**config.mk**
```make
export PLATFORM = sky130hd
export DESIGN_NAME = capp_sequencer
export DESIGN_NICKNAME = d
export VERILOG_FILES = /design/src/rtl/capp_sequencer.sv
export SDC_FILE = /design/constraint.sdc
export NUM_CORES = 1
export LEC_CHECK = 0
export ABC_AREA = 1
export BUFFER_PORTS_ARGS = -buffer_cell sky130_fd_sc_hd__buf_2
export CAP_MARGIN = 30
export CORE_MARGIN = 5
export CORE_UTILIZATION = 42
export DETAILED_ROUTE_END_ITERATION = 12
export PLACE_DENSITY = 0.7
export SETUP_SLACK_MARGIN = 0.05
export SLEW_MARGIN = 0
export SYNTH_ARGS = -nofsm -noshare
export SYNTH_HDL_FRONTEND = slang
export SYNTH_SLANG_ARGS = --single-unit
export TNS_END_PERCENT = 50
```
**constraint.sdc**
```tcl
create_clock -name CLK -period 2.2 [get_ports CLK]
set_clock_uncertainty 0.1 [all_clocks]
set_input_delay 0.11 -clock CLK [delete_from_list [all_inputs] [get_ports CLK]]
set_output_delay 0.11 -clock CLK [all_outputs]
set_load 0.02 [all_outputs]
```
**src/rtl/capp_sequencer.sv**
```systemverilog
// capp_sequencer: single-op command front-end for the CAPP array.
// Accepts one micro-op, drives a one-cycle CAPP strobe, waits SETTLE_CYCLES,
// then optionally samples the CAPP outputs into a held response.
// Optional build macro: CAPP_SEQ_POPCOUNT_EN (STATUS returns the tag popcount).
module capp_sequencer #(
    parameter int unsigned num_bits      = 32,
    parameter int unsigned num_cells     = 100,
    parameter int unsigned SETTLE_CYCLES = 2
) (
    input  logic                  CLK,
    input  logic                  RST_N,
    input  logic                  instr_valid,
    output logic                  instr_ready,
    input  logic [2:0]            instr_op,
    input  logic [num_bits-1:0]   instr_data,
    input  logic [num_bits-1:0]   instr_mask,
    output logic [num_bits-1:0]   comparand,
    output logic [num_bits-1:0]   mask,
    output logic                  perform_search,
    output logic                  set,
    output logic                  select_first,
    output logic [2*num_bits-1:0] write_lines,
    input  logic [num_cells-1:0]  tag_wires,
    input  logic [num_bits-1:0]   read_lines,
    output logic                  rsp_valid,
    input  logic                  rsp_ready,
    output logic [num_bits-1:0]   rsp_data,
    output logic                  rsp_any,
    output logic                  rsp_err
);

    localparam logic [2:0] OpNop    = 3'd0;
    localparam logic [2:0] OpSearch = 3'd1;
    localparam logic [2:0] OpSet    = 3'd2;
    localparam logic [2:0] OpSelFst = 3'd3;
    localparam logic [2:0] OpWrite  = 3'd4;
    localparam logic [2:0] OpRead   = 3'd5;
    localparam logic [2:0] OpStatus = 3'd6;
    localparam logic [2:0] OpIllegal = 3'd7;

    localparam logic [3:0] Settle = 4'(SETTLE_CYCLES);

    typedef enum logic [1:0] {StIdle, StIssue, StWait, StResp} state_e;

    state_e                state_q, state_d;
    logic [3:0]            cnt_q, cnt_d;
    logic [2:0]            op_q;
    logic [num_bits-1:0]   data_q, imask_q;
    logic [num_bits-1:0]   comparand_q, cmp_mask_q;
    logic                  rsp_valid_q, rsp_any_q, rsp_err_q;
    logic [num_bits-1:0]   rsp_data_q;
    logic [num_bits-1:0]   status_word;
    logic                  accept;
    logic                  sample;

    assign accept = instr_valid && instr_ready;
    // WAIT -> RESP is the one cycle where the CAPP outputs are captured
    assign sample = (state_q == StWait) && (state_d == StResp);

`ifdef CAPP_SEQ_POPCOUNT_EN
    localparam int unsigned CntW = $clog2(num_cells + 1);
    logic [CntW-1:0] tag_count;

    // Population count of the tag vector
    always_comb begin
        tag_count = '0;
        for (int i = 0; i < int'(num_cells); i++) begin
            tag_count = tag_count + CntW'(tag_wires[i]);
        end
    end

    if (CntW <= num_bits) begin : g_zext
        assign status_word = num_bits'(tag_count);
    end else begin : g_sat
        assign status_word = (tag_count > CntW'({num_bits{1'b1}})) ? '1
                                                                   : tag_count[num_bits-1:0];
    end
`else
    assign status_word = '0;
`endif

    // State register
    always_ff @(posedge CLK or negedge RST_N) begin
        if (!RST_N) begin
            state_q <= StIdle;
            cnt_q   <= '0;
        end else begin
            state_q <= state_d;
            cnt_q   <= cnt_d;
        end
    end

    // Next-state logic; settle counter is loaded on leaving ISSUE
    always_comb begin
        state_d = state_q;
        cnt_d   = cnt_q;
        unique case (state_q)
            StIdle: begin
                if (instr_valid) begin
                    if (instr_op == OpIllegal) begin
                        state_d = StResp;
                    end else if (instr_op != OpNop) begin
                        state_d = StIssue;
                    end
                end
            end
            StIssue: begin
                state_d = StWait;
                cnt_d   = Settle;
            end
            StWait: begin
                cnt_d = cnt_q - 4'd1;
                if (cnt_q <= 4'd1) begin
                    state_d = (op_q == OpRead || op_q == OpStatus) ? StResp : StIdle;
                end
            end
            StResp: begin
                if (rsp_ready) begin
                    state_d = StIdle;
                end
            end
            default: state_d = StIdle;
        endcase
    end

    // Outputs: ready in IDLE, one-hot strobes only during ISSUE
    always_comb begin
        instr_ready    = 1'b0;
        perform_search = 1'b0;
        set            = 1'b0;
        select_first   = 1'b0;
        write_lines    = '0;
        unique case (state_q)
            StIdle:  instr_ready = 1'b1;
            StIssue: begin
                case (op_q)
                    OpSearch: perform_search = 1'b1;
                    OpSet:    set            = 1'b1;
                    OpSelFst: select_first   = 1'b1;
                    OpWrite:  write_lines    = {~data_q & imask_q, data_q & imask_q};
                    default:  ;
                endcase
            end
            default: ;
        endcase
    end

    // Command latch, comparand/mask registers and response registers
    always_ff @(posedge CLK or negedge RST_N) begin
        if (!RST_N) begin
            op_q        <= OpNop;
            data_q      <= '0;
            imask_q     <= '0;
            comparand_q <= '0;
            cmp_mask_q  <= '0;
            rsp_valid_q <= 1'b0;
            rsp_data_q  <= '0;
            rsp_any_q   <= 1'b0;
            rsp_err_q   <= 1'b0;
        end else begin
            if (accept) begin
                op_q    <= instr_op;
                data_q  <= instr_data;
                imask_q <= instr_mask;
                // Comparand is live during the search strobe and held until the next SEARCH
                if (instr_op == OpSearch) begin
                    comparand_q <= instr_data;
                    cmp_mask_q  <= instr_mask;
                end
                if (instr_op == OpIllegal) begin
                    rsp_valid_q <= 1'b1;
                    rsp_err_q   <= 1'b1;
                    rsp_data_q  <= '0;
                    rsp_any_q   <= 1'b0;
                end
            end
            if (sample) begin
                rsp_valid_q <= 1'b1;
                rsp_err_q   <= 1'b0;
                rsp_any_q   <= |tag_wires;
                rsp_data_q  <= (op_q == OpRead) ? read_lines : status_word;
            end
            if (state_q == StResp && rsp_ready) begin
                rsp_valid_q <= 1'b0;
            end
        end
    end

    assign comparand = comparand_q;
    assign mask      = cmp_mask_q;
    assign rsp_valid = rsp_valid_q;
    assign rsp_data  = rsp_data_q;
    assign rsp_any   = rsp_any_q;
    assign rsp_err   = rsp_err_q;

endmodule

```
==> metrics.cfg, run 1 <==
[yosys]
synth-edff-count = 0
async_flop_share_pct = 100.0
synth_seq_cells = 172
seq_area_frac_synth_pct = 56.15
syn-num-nets = 1109
syn_area_per_cell_um2 = 8.517
syn_area_um2 = 7665
syn_inst = 900
synthFlopType = dfrtp_1
yosysWarnings = 0
ys_types = 26

[routing]
vias = 7805
dr_wl_met3_um = 1887
wl_per_cell_um = 15.57
drc = 0
ant_nets = 0
drt-pass1-iter-count = 5
drt_iter0_drc = 475
totalWireLength_um = 24910
viasPerCell = 4.878
m1WireLength_um = 10380
highest_layer = met4
wl_met2_um = 11950

[power_and_ir_drop]
internal_power_uw = 8171
p_leak_uw = 0.006266
ir_worst_vdd_uv = 663.1
power_frac_comb_pct = 39.2
p_sw_uw = 5722
pwr-share-seq_pct = 39.6
switching_share_pct = 41.19
power_density_nw_per_um2 = 1200
power_frac_clock_pct = 21.2

[critical_path]
cp_data_required_time_ns = 1.99
cp_max_fo = 16
worst_setup_path_start_kind = flop
slowest_delay_ns = 0.40
crit_slowest_cell = dfrtp_1
arrival_ns = 1.88
path_buf_inv = 3
critPathCaptureType = output pin
crit_chain = inv_2 > ha_4 > buf_12 > nand2_1 > nor3_1 > buf_4
crit_family = buffers and inverters
crit_type = reg2out

[timing]
maxSlewHeadroom_pct = 65.76
period_needed_ns = 2.089
setup_violations = 0
finalSetupTns_ns = 0
finalMaxSlewViolations = 0
setup_slack_ns = 0.1113
tightestPinTransition_ns = 0.5136
clock.fmax_mhz = 478.8
post-route-period-util_pct = 94.94
hold-worst-slack_ns = -0.003908
hold_viol_final = 1
grt_setup_unrepaired = yes

[floorplanning]
die_area_um2 = 21050
fp.coreArea_um2 = 17960
initial_core_util_pct = 42.67
die_h_um = 145.1
io_pins = 370
die_w_um = 145.1
fp-row-count = 49

[global_route]
grt_pass1_wl_um = 40090
antenna_found_initial = 1
grt-ovfl-total = 0
grt_max_degree = 131
grt_usage_pct = 23.15
grt_pass1_vias = 7686

[clocking]
clock_sinks = 172
clockBufferDepth = 2
cts_root_buf = clkbuf_16
clkTransAtPathRegs_ns = 0.07
h-tree-depth = 4
cts_buffers = 17
cts_tree = done
insertion_delay_ns = 0.42

[cells_and_area]
syn2layout_area_growth_pct = 51.05
nets = 1566
layout-drive-gt1-share_pct = 33.80
regArea_um2 = 4305
fillers = 1453
multi_input_area_um2 = 2927

[place]
dp_hpwl_um = 17620
dp_slack_ns = 0.2263
portBuffers = 369
globalplace.congestion = 0.8647

[min_path]
hold_path_class = in2reg

[run_status]
violations = negative hold slack
outcome = complete, but fails checks

[job]
drv_cap = 0

==> layout by cell type, fill, tap and decap left out, drive strengths merged, types with 2 or more instances in the layout <==
cell type    instances
nand2              257
dlygate4sd3        101
clkinvlp             3
ha                   6
nor2                59
nor3                36
clkbuf              20
clkinv               2
a21oi                6
dfrtp              172
inv                 94
buf                385
nand4               10
nor3b               32
nor4                 5
nand3               45
o21ai              131
==> cell families after synthesis <==
group	count (synthesis)	synth area share, %
simple gates	445	26.22
flops	172	56.15
compound gates	141	9.354
buf+inv	136	7.297
fa+ha+maj	6	0.9794
==> power groups by stage <==
stage	Combinational, uW	Clock [uW]	Sequential (uW)
2_1_floorplan	2350	0	6280
3_3_place_gp	5030	0	5490
3_5_place_dp	5170	0	5480
4_1_cts	5460	3020	5470
5_1_grt	6050	3120	5660
6_report	5450	2940	5500
==> layout make-up <==
class                      instances  share of cell area [%]
antenna                            1                 0.02161
timing repair buffer             486                   27.20
multi-input combinational        592                   25.28
tap                              229                   2.475
sequential                       172                   37.19
clock buffer                      20                   3.858
inverter                          88                   2.853
clock inverter                    12                   1.124
==> worst reg2reg max path: cells and delay by family (launching register included) <==
kind                     cells  cell delay, ns
AO/OA/AOI/OAI                1            0.11
flip-flops                   1            0.38
adder cells (fa/ha/maj)      1            0.22
AND/OR/NAND/NOR              8            0.75
buffers and inverters        3            0.36
==> per-stage QoR <==
step	instances	area, um^2	util [%]	power (uW)	hold slack (ns)
detailed placement	1464	9826	54.70	10660	-0.05268
floorplan	900	7665	-	8633	-0.2856
CTS	1599	11510	64.09	13960	0.001410
global placement	1464	9826	54.70	10530	-0.05223
global route	1600	11580	64.45	14830	0.05986
finish	1600	11580	64.45	13890	-0.003908
==> flip-flops by register name, indices dropped and copies added, names as in the netlist <==
signal and cells:
data_q 32, rsp_err 1, op_q 3, rsp_any 1, state_q 2, imask_q 32
rsp_valid 1, mask 32, rsp_data 32, comparand 32, cnt_q 4
==> routing by layer <==
metal	vias to the layer above	global-route usage, %
met2	310	37.43
met3	41	6.423
met5	-	0
li1	3815	-
met1	3639	29.87
met4	0	8.675
==> path summary, 6_finish.rpt <==
path / slack (ns) / from / cells after the start / to
worst max register to register: 0.23 / cnt_q[0] / 13 / rsp_data[8]
worst max-delay path: 0.11 / state_q[1] / 6 / write_lines[46]
max in group asynchronous: 1.19 / RST_N / 3 / comparand[22]
min in group asynchronous: 0.07 / RST_N / 2 / mask[7]
worst min-delay path: -0.004 / tag_wires[3] / 7 / rsp_any
worst min register to register: 0.37 / rsp_data[23] / 2 / rsp_data[23]
==> cell usage after synthesis, types with 10 or more instances <==
cell      count  area share [%]
nand4_1      10            0.82
nor2_1       57             2.8
nand3_1      43             2.8
inv_1        85             4.2
nand2_1     243              12
dfrtp_1     172              56
nand2_2      14             1.1
nor3b_1      32             3.1
clkbuf_1     38             1.9
o21ai_0     131             8.6
nor3_1       36             2.4
==> what timing repair did <==
action	in CTS	in global routing
setup endpoints to repair	56	64
gates cloned	1	0
resized for setup	13	19
buffers inserted	1	0
pin swaps	0	1
hold buffers	101	0
hold endpoints to repair	336	0
Note: power is estimated with default switching activity, not from simulation.
==> run 2: changes to the inputs <==
SETUP_SLACK_MARGIN = 0.2   (was 0.05)
==> run 2 against run 1 <==
Worst hold slack worse by 0.0026 ns. Clock power about the same. Combinational power up 20%. Setup slack got worse by 0.021 ns. Cell count grew 1.3%. First-iteration DRC count shrank 7.6%. The run still ends with negative hold slack left. Global-route usage up 1.2 points.
==> metrics.cfg, run 2 (synthesis gave the netlist of run 1 again) <==
[timing]
setup_violations = 0  ; unchanged
post-route-period-util_pct = 95.90  ; was 94.94%
hold-worst-slack_ns = -0.006534  ; was -0.003908 ns
hold_viol_final = 1  ; unchanged
setup_slack_ns = 0.09022  ; was 0.1113 ns
maxSlewHeadroom_pct = 65.27  ; was 65.76%
finalSetupTns_ns = 0  ; unchanged
grt_setup_unrepaired = yes  ; unchanged
tightestPinTransition_ns = 0.5209  ; was 0.5136 ns
period_needed_ns = 2.110  ; was 2.089 ns
clock.fmax_mhz = 474.0  ; was 478.8 MHz
finalMaxSlewViolations = 0  ; unchanged

[routing]
vias = 8274  ; was 7805
drt-pass1-iter-count = 5  ; unchanged
drc = 0  ; unchanged
totalWireLength_um = 28580  ; was 24910 um
drt_iter0_drc = 439  ; was 475
ant_nets = 0  ; unchanged
viasPerCell = 5.104  ; was 4.878
wl_per_cell_um = 17.63  ; was 15.57 um

[cells_and_area]
regArea_um2 = 4305  ; unchanged
syn2layout_area_growth_pct = 63.56  ; was 51.05%
design_area_um2 = 12540  ; was 11580 um^2
nets = 1587  ; was 1566
multi_input_area_um2 = 3381  ; was 2927 um^2
layout-drive-gt1-share_pct = 40.12  ; was 33.80%
most-common-layout-cells = buf_2, nand2_1, dfrtp_1  ; unchanged
fillers = 1284  ; was 1453
fin_util_pct = 69.79  ; was 64.45%
final_common_cell = buf_2  ; unchanged

[min_path]
hold_path_class = in2reg  ; unchanged

[clocking]
cts_buffers = 17  ; unchanged
clockBufferDepth = 2  ; unchanged
cts_tree = done  ; unchanged
cts_root_buf = clkbuf_16  ; unchanged
insertion_delay_ns = 0.42  ; about the same
clock_sinks = 172  ; unchanged
h-tree-depth = 4  ; unchanged
clkTransAtPathRegs_ns = 0.07  ; about the same

[global_route]
grt_usage_pct = 24.36  ; was 23.15%
grt-ovfl-total = 0  ; unchanged
antenna_found_initial = 1  ; unchanged
grt_max_degree = 131  ; unchanged
grt_pass1_vias = 8010  ; was 7686
met2_usage_pct = 40.08  ; was 37.43%
use_met3_pct = 6.517  ; was 6.423%
gr-usage-met1_pct = 30.82  ; was 29.87%
grt_pass1_wl_um = 41930  ; was 40090 um
busiest_layer = met2  ; unchanged

[floorplanning]
io_pins = 370  ; unchanged
die_h_um = 145.1  ; unchanged
fp.coreArea_um2 = 17960  ; unchanged
die_area_um2 = 21050  ; unchanged
fp-row-count = 49  ; unchanged
die_w_um = 145.1  ; unchanged
initial_core_util_pct = 42.67  ; unchanged

[place]
place_area_um2 = 9826  ; unchanged
dp_slack_ns = 0.2263  ; unchanged
portBuffers = 369  ; unchanged
dp_hpwl_um = 17620  ; unchanged
globalplace.congestion = 0.8647  ; unchanged

[critical_path]
crit_chain = inv_2 > ha_4 > buf_6 > buf_16 > nand2_2 > nor3b_2 > buf_4  ; was inv_2 > ha_4 > buf_12 > nand2_1 > nor3_1 > buf_4
crit_slowest_cell = dfrtp_1  ; unchanged
cp_max_fo = 8  ; was 16
arrival_ns = 1.90  ; was 1.88 ns
slowest_delay_ns = 0.39  ; was 0.40 ns
crit_type = reg2out  ; unchanged
path_buf_inv = 4  ; was 3
cp_data_required_time_ns = 1.99  ; about the same
crit_family = buffers and inverters  ; unchanged
critPathCaptureType = output pin  ; unchanged
worst_setup_path_start_kind = flop  ; unchanged

[power_and_ir_drop]
ir_worst_vdd_uv = 674.1  ; was 663.1 uV
p_leak_uw = 0.006672  ; was 0.006266 uW
power_density_nw_per_um2 = 1210  ; was 1200 nW/um^2

[run_status]
violations = negative hold slack  ; unchanged
outcome = complete, but fails checks  ; unchanged

[job]
drv_cap = 0  ; unchanged

==> run 2: stage by stage <==
stage	power, uW	std cells
finish	15170	1621
global route	16050	1621
CTS	14370	1604
detailed placement	10660	1464
global placement	10530	1464
floorplan	8633	900
==> run 2: layout make-up <==
| class | count | area share (%) |
|---|---|---|
| inverters | 88 | 2.655 |
| repair buffers | 506 | 29.13 |
| clock inverters | 12 | 1.038 |
| clock buffers | 20 | 3.563 |
| flip-flops and latches | 172 | 34.34 |
| well taps | 229 | 2.285 |
| diodes | 1 | 0.01996 |
| multi-input cells | 593 | 26.97 |
==> run 2: worst register-to-register path, stage by stage (launching register included) <==
cell,delay (ns)
dfrtp_1,0.37
inv_2,0.06
buf_4,0.14
ha_2,0.20
inv_1,0.10
nand3_1,0.08
nand2_1,0.08
nand3_2,0.09
nand2_2,0.07
nand2_2,0.08
nor2_8,0.17
nor2_8,0.06
clkbuf_16,0.18
nand2_1,0.07
nand2_1,0.06
==> run 2: path summary, 6_finish.rpt <==
path                         startpoint              end  slack [ns]  depth (start not counted)
setup / recovery             state_q[1]  write_lines[26]        0.09                          7
hold / removal             tag_wires[3]          rsp_any      -0.007                          7
setup reg to reg             state_q[1]     rsp_data[15]        0.17                         14
hold reg to reg            rsp_data[21]     rsp_data[21]        0.37                          2
max in group asynchronous         RST_N       data_q[20]        1.18                          3
min in group asynchronous         RST_N          mask[7]        0.07                          2
==> run 2: what timing repair did <==
action,4_1_cts,5_1_grt
gates resized for setup,127,76
hold buffers,101,0
hold endpoints to repair,336,0
setup endpoints to repair,68,154
setup buffers,4,7
gates cloned,3,9
pin swaps,20,27
==> run 2: power breakdown <==
part / internal (uW) / switching, uW
combinational: 2520 / 4010
clock: 1630 / 1340
sequential: 4570 / 1100
==> run 2: layer usage <==
| layer | part of all wire (%) | vias up |
|---|---|---|
| met4 | 3.8 | 0 |
| met1 | 39 | 3899 |
| li1 | - | 3862 |
| met5 | 0 | - |
| met3 | 8.2 | 84 |
| met2 | 49 | 429 |
